[src/rtl/switch_debouncer.sv]
// Per-bit switch conditioner: multi-flop synchroniser, stability-counter debounce,
// registered clean level plus one-cycle rise/fall pulses and an aggregate change flag.
module switch_debouncer #(
  parameter int unsigned WIDTH         = 4,
  parameter int unsigned SYNC_STAGES   = 2,
  parameter int unsigned STABLE_CYCLES = 500000
) (
  input  logic             clock,
  input  logic             reset,
  input  logic [WIDTH-1:0] switch_in,
  output logic [WIDTH-1:0] switch_level,
  output logic [WIDTH-1:0] rise_pulse,
  output logic [WIDTH-1:0] fall_pulse,
  output logic             changed
);

  localparam int unsigned CNT_W = $clog2(STABLE_CYCLES) + 1;
  localparam logic [CNT_W-1:0] CNT_MAX = CNT_W'(STABLE_CYCLES - 1);

  logic [SYNC_STAGES-1:0][WIDTH-1:0] sync_q;
  logic [WIDTH-1:0]                  sync_s;

  logic [WIDTH-1:0][CNT_W-1:0] cnt_q, cnt_d;
  logic [WIDTH-1:0]            level_q, level_d;
  logic [WIDTH-1:0]            rise_q, rise_d;
  logic [WIDTH-1:0]            fall_q, fall_d;
  logic                        changed_q, changed_d;

  // Stage 0 captures the raw pin; the highest stage is the metastability-safe copy.
  always_ff @(posedge clock or posedge reset) begin
    if (reset) begin
      sync_q <= '0;
    end else begin
      sync_q <= {sync_q[SYNC_STAGES-2:0], switch_in};
    end
  end

  assign sync_s = sync_q[SYNC_STAGES-1];

  always_comb begin
    cnt_d   = '0;
    level_d = level_q;
    rise_d  = '0;
    fall_d  = '0;
    for (int i = 0; i < WIDTH; i++) begin
      // Any return to the current level leaves cnt_d at its zero default.
      if (sync_s[i] != level_q[i]) begin
        if (cnt_q[i] == CNT_MAX) begin
          level_d[i] = sync_s[i];
          rise_d[i]  = sync_s[i];
          fall_d[i]  = ~sync_s[i];
        end else begin
          cnt_d[i] = cnt_q[i] + 1'b1;
        end
      end
    end
    changed_d = |{rise_d, fall_d};
  end

  always_ff @(posedge clock or posedge reset) begin
    if (reset) begin
      cnt_q     <= '0;
      level_q   <= '0;
      rise_q    <= '0;
      fall_q    <= '0;
      changed_q <= 1'b0;
    end else begin
      cnt_q     <= cnt_d;
      level_q   <= level_d;
      rise_q    <= rise_d;
      fall_q    <= fall_d;
      changed_q <= changed_d;
    end
  end

  assign switch_level = level_q;
  assign rise_pulse   = rise_q;
  assign fall_pulse   = fall_q;
  assign changed      = changed_q;

endmodule

[config.mk]
export PLATFORM = sky130hd
export DESIGN_NAME = switch_debouncer
export DESIGN_NICKNAME = d
export VERILOG_FILES = /design/src/rtl/switch_debouncer.sv
export SDC_FILE = /design/constraint.sdc
export NUM_CORES = 1
export LEC_CHECK = 0
export CORE_MARGIN = 5
export CORE_UTILIZATION = 55
export DETAILED_ROUTE_END_ITERATION = 7
export PLACE_DENSITY = 0.73
export SYNTH_ARGS = -nofsm -noshare
export SYNTH_HDL_FRONTEND = slang
export SYNTH_SLANG_ARGS = --single-unit
[constraint.sdc]
create_clock -name clock -period 3.5 [get_ports clock]
set_clock_uncertainty 0.15 [all_clocks]
set_input_delay 0.35 -clock clock [delete_from_list [all_inputs] [get_ports clock]]
set_output_delay 0.35 -clock clock [all_outputs]
set_load 0.01 [all_outputs]
Word level (Yosys, flattened, before mapping)
Index checks and enable logic that the tools add are counted.
{"block": "word_totals", "ff_bits": 101, "latch_bits": 0, "ram_bits": 0, "romBits": 0, "input_bits": 6, "output_inout_bits": 13, "word_cells": 58, "mem_count": 0}
{"block": "classes", "addsub": 4, "mul": 0, "n_div": 0, "magnitude_cmp": 0, "n_eq_ne": 8, "shifts": 0, "muxes": 24, "n_bitwise": 4, "n_reduce_logical": 5}
{"operator": "20-bit two-way mux", "n": 8}
{"operator": "20-bit by 1-bit adder with 20-bit output (second input constant)", "n": 4}
{"operator": "20-bit by 19-bit equality test with 1-bit output (second input constant)", "n": 4}
{"operator": "1-bit two-way mux", "n": 16}
{"operator": "2-bit AND reduction", "n": 4}
{"operator": "8-bit OR reduction", "n": 1}
{"operator": "1-bit != test", "n": 4}
{"operator": "1-bit inverter", "n": 4}

Depth between registers and ports, before layout
{"block": "logic_depth", "word_depth": 4, "depth_mapped": 7, "mapped_depth_nobuf": 5}

Worst setup path after synthesis
OpenSTA, ideal clock, no wires.
{"block": "synth_path", "path_type": "register to register", "from": "register cnt_q[20] in the netlist's numbering", "to": "register cnt_q[38] in the netlist's numbering", "setup_ns": 0.079, "arrival_time_ns": 1.733, "required_ns": 3.271, "setup_slack_ns": 1.538, "stages_incl_launch_ff": 6, "n_path_buf": 0, "period_less_slack_ns": 1.962, "cell_sequence": "dfrtp_1 ha_1 nand3_1 or4_1 or3_1 a21oi_1"}
{"item": "start, declared", "line": "23", "source": "logic [WIDTH-1:0][CNT_W-1:0] cnt_q, cnt_d;"}
{"item": "start signal, assigned", "line": "68", "source": "cnt_q <= cnt_d;"}

==> results.sh <==
export IMPL_status="complete, no violations"
export IMPL_mostFrequentLayoutCells="dfrtp_1 (101), nor2_1 (69), xnor2_1 (45)"
export IMPL_met1_usage_pct=26.3
export IMPL_yosys_most_used_dff="dfrtp_1"
export IMPL_cts_tree="done"
export IMPL_cts_resized=0
export IMPL_dieWidth_um=103
export IMPL_drive_gt1_share_pct=6.95
export IMPL_port_buffers=18
export IMPL_detail_route_antenna_nets=0
export IMPL_relSlewSlack_pct=43.7
export IMPL_power_leakage_nw=2.07
export IMPL_die_area_mm2=0.0105
export IMPL_routabilityCongestion=0.791
export IMPL_hold_slack_ns=0.206
export IMPL_grt_max_degree=56
export IMPL_dr_first_iter_drc_count=130
export IMPL_cap_violations=0
export IMPL_arrival_ns=2.43
export IMPL_routed_via_density=5.78
export IMPL_synth_nets=472
export IMPL_post_cts_buffers=0
export IMPL_grt_pass1_vias=3503
export IMPL_first_pass_iters=4
export IMPL_instances_no_fill=594
export IMPL_max_freq_ghz=0.428
export IMPL_start_kind="flop"
export IMPL_remaining_drc_errors=0
export IMPL_die_y_um=103
export IMPL_area_delta_synth_final_pct=11.5
export IMPL_async_flop_share_pct=100
export IMPL_setup_violations=0
export IMPL_ys_warn_count=0
export IMPL_critPathSlowestCell="o31ai_2"
export IMPL_placed_cells=578
export IMPL_avgSynthCellArea_um2=10.2
export IMPL_startpoint="cnt_q[67]"
export IMPL_num_vias=3436
export IMPL_rr_startpoint="cnt_q[67]"
export IMPL_antenna_found_initial=0
export IMPL_row_count=33
export IMPL_drv_slew=0
export IMPL_grt_pass1_wl_mm=16.1
export IMPL_vdd_drop_max_mv=0.314
export IMPL_synth_edf_count=0
export IMPL_dp_hpwl_mm=6.06
export IMPL_cp_endpoint="cnt_q[76]"
export IMPL_tns_ns=0
export IMPL_cts_hold_buf=0
export IMPL_p_per_area_mw_per_mm2=399
export IMPL_hp_class="reg -> reg"
export IMPL_nNetsFinal=494
export IMPL_reg2regPathDepth=5
export IMPL_worstPathMaxFanout=11
export IMPL_reg2reg_to="cnt_q[76]"
export IMPL_start_util_pct=56.9
export IMPL_clock_sinks=101
export IMPL_synth_cells=462
export IMPL_drt_wl_total_mm=9.01
export IMPL_htree_levels=3
export IMPL_clk_latency_ns=0.36
export IMPL_synth_area_mm2=0.00472
export IMPL_endpoint_kind="flop"
export IMPL_use_met2_pct=29.9
export IMPL_cp_cell_sequence="nor4b_1 > nand3_1 > o31ai_2 > buf_4 > a21oi_1"
export IMPL_track_usage_pct=19.4
export IMPL_clk_root_buffer_cell="clkbuf_8"
export IMPL_grtUsageMet3_pct=4.67
export IMPL_period_minus_slack_ns=2.34
export IMPL_rsz0062_at_grt="no"
export IMPL_ys_types=37
export IMPL_hold_path_depth=0
export IMPL_wl_per_cell_um=15.2
export IMPL_top_usage_layer="met2"
export IMPL_critPathRequiredTime_ns=3.59
export IMPL_core_mm2=0.00830
export IMPL_final_common_cell="dfrtp_1"
export IMPL_slowest_delay_ns=0.63
export IMPL_synth_seq_area_share_pct=53.6
export IMPL_path_clk_slew_ns=0.09
export IMPL_numCtsBuffers=9
export IMPL_worst_pin_slew_ns=0.836
export IMPL_finalCritPeriodShare_pct=66.7
export IMPL_overflow=0
export IMPL_worst_setup_path_type="reg -> reg"
export IMPL_hold_violations=0
export IMPL_diodes=0
export IMPL_ioPinCount=19
export IMPL_clk_path_buf_depth=2
export IMPL_ff2ff_setup_slack_ns=1.16
export IMPL_ys_seq_elements=101
[through the flow]
stage               utilization, %  area, µm²  worst slack [ns]  total power [mW]
global route                  63.4       5260              1.03              2.19
global placement              60.6       5030              1.35              1.29
floorplan                        -       4720             0.353              1.26
finish                        63.4       5260              1.16              2.10
detailed placement            60.6       5030              1.31              1.29
CTS                           63.4       5260              1.17              2.13
[worst min path at each step]
stage / endpoint / slack, ns / start
floorplan: sync_s[0] / 0.18 / sync_q[0]
global route: sync_s[1] / 0.23 / sync_q[1]
CTS: sync_s[2] / 0.21 / sync_q[2]
detailed placement: sync_s[3] / 0.19 / sync_q[3]
global placement: sync_s[1] / 0.18 / sync_q[1]
finish: sync_s[2] / 0.21 / sync_q[2]
[synth_stat cells (2+ instances only)]
library cell / n / area (µm²)
a21bo_2: 2 / 20.0
a21oi_1: 16 / 80.1
a31o_2: 2 / 17.5
and3_1: 11 / 68.8
and4_1: 4 / 35.0
buf_2: 5 / 25.0
clkbuf_1: 6 / 22.5
dfrtp_1: 101 / 2530
ha_1: 4 / 50.1
inv_1: 16 / 60.1
mux2_2: 4 / 45.0
nand2_1: 19 / 71.3
nand3_1: 32 / 160
nand3b_1: 2 / 15.0
nand4_1: 18 / 113
nand4_2: 2 / 25.0
nor2_1: 69 / 259
nor3_1: 16 / 80.1
nor3b_1: 8 / 60.1
nor4_1: 19 / 119
nor4b_1: 9 / 78.8
o21ai_0: 4 / 20.0
o21ai_1: 2 / 10.0
o31ai_1: 7 / 52.6
or3_1: 7 / 43.8
or4_1: 8 / 60.1
xnor2_1: 45 / 394
xor2_1: 15 / 131
[critical path, delay by kind of cell (launching register included)]
family | cells | cell delay (ns)
AO/OA/AOI/OAI | 2 | 0.69
AND/OR/NAND/NOR | 2 | 0.62
flip-flops | 1 | 0.47
buffers and inverters | 1 | 0.30
[sequential cells by signal (all words and copies together), names as in the netlist]
signal and cells:
changed 1, cnt_q 80, switch_level 4, sync_q 4
fall_pulse 4, sync_s 4, rise_pulse 4
[power by group]
group          leakage (nW)  total [mW]  internal (mW)  switching, mW
Combinational         0.569      0.0702         0.0237         0.0466
Clock                 0.116       0.834          0.443          0.391
Sequential             1.38        1.20           1.18         0.0153
Total                  2.07        2.10           1.65          0.453
[area by class of cell]
| cell class | instances | area (µm²) |
|---|---|---|
| clock buffers | 11 | 151 |
| clock inverters | 5 | 81.3 |
| fillers | 679 | 3040 |
| inverters | 16 | 62.6 |
| multi-input cells | 334 | 2080 |
| flip-flops and latches | 101 | 2530 |
| well taps | 105 | 131 |
| repair buffers | 22 | 223 |
[per-layer routing]
layer / up-vias / routed length (µm)
met5: - / 0
met4: 0 / 103
met3: 8 / 484
met2: 64 / 4300
met1: 1677 / 4130
li1: 1687 / -
[cells by family (layout without fill, tap and decap cells)]
kind of cell | after synthesis | count (layout) | share of synthesized area (%)
AOI/OAI and AO/OA | 37 | 37 | 5.01
xor gates and xnor gates | 60 | 60 | 11.1
adders and majority gates | 4 | 4 | 1.06
buffers and inverters | 27 | 54 | 2.28
DFF | 101 | 101 | 53.6
muxes | 4 | 4 | 0.954
and+or+nand+nor | 229 | 229 | 26.0
Power figures use the tool's default switching activity.
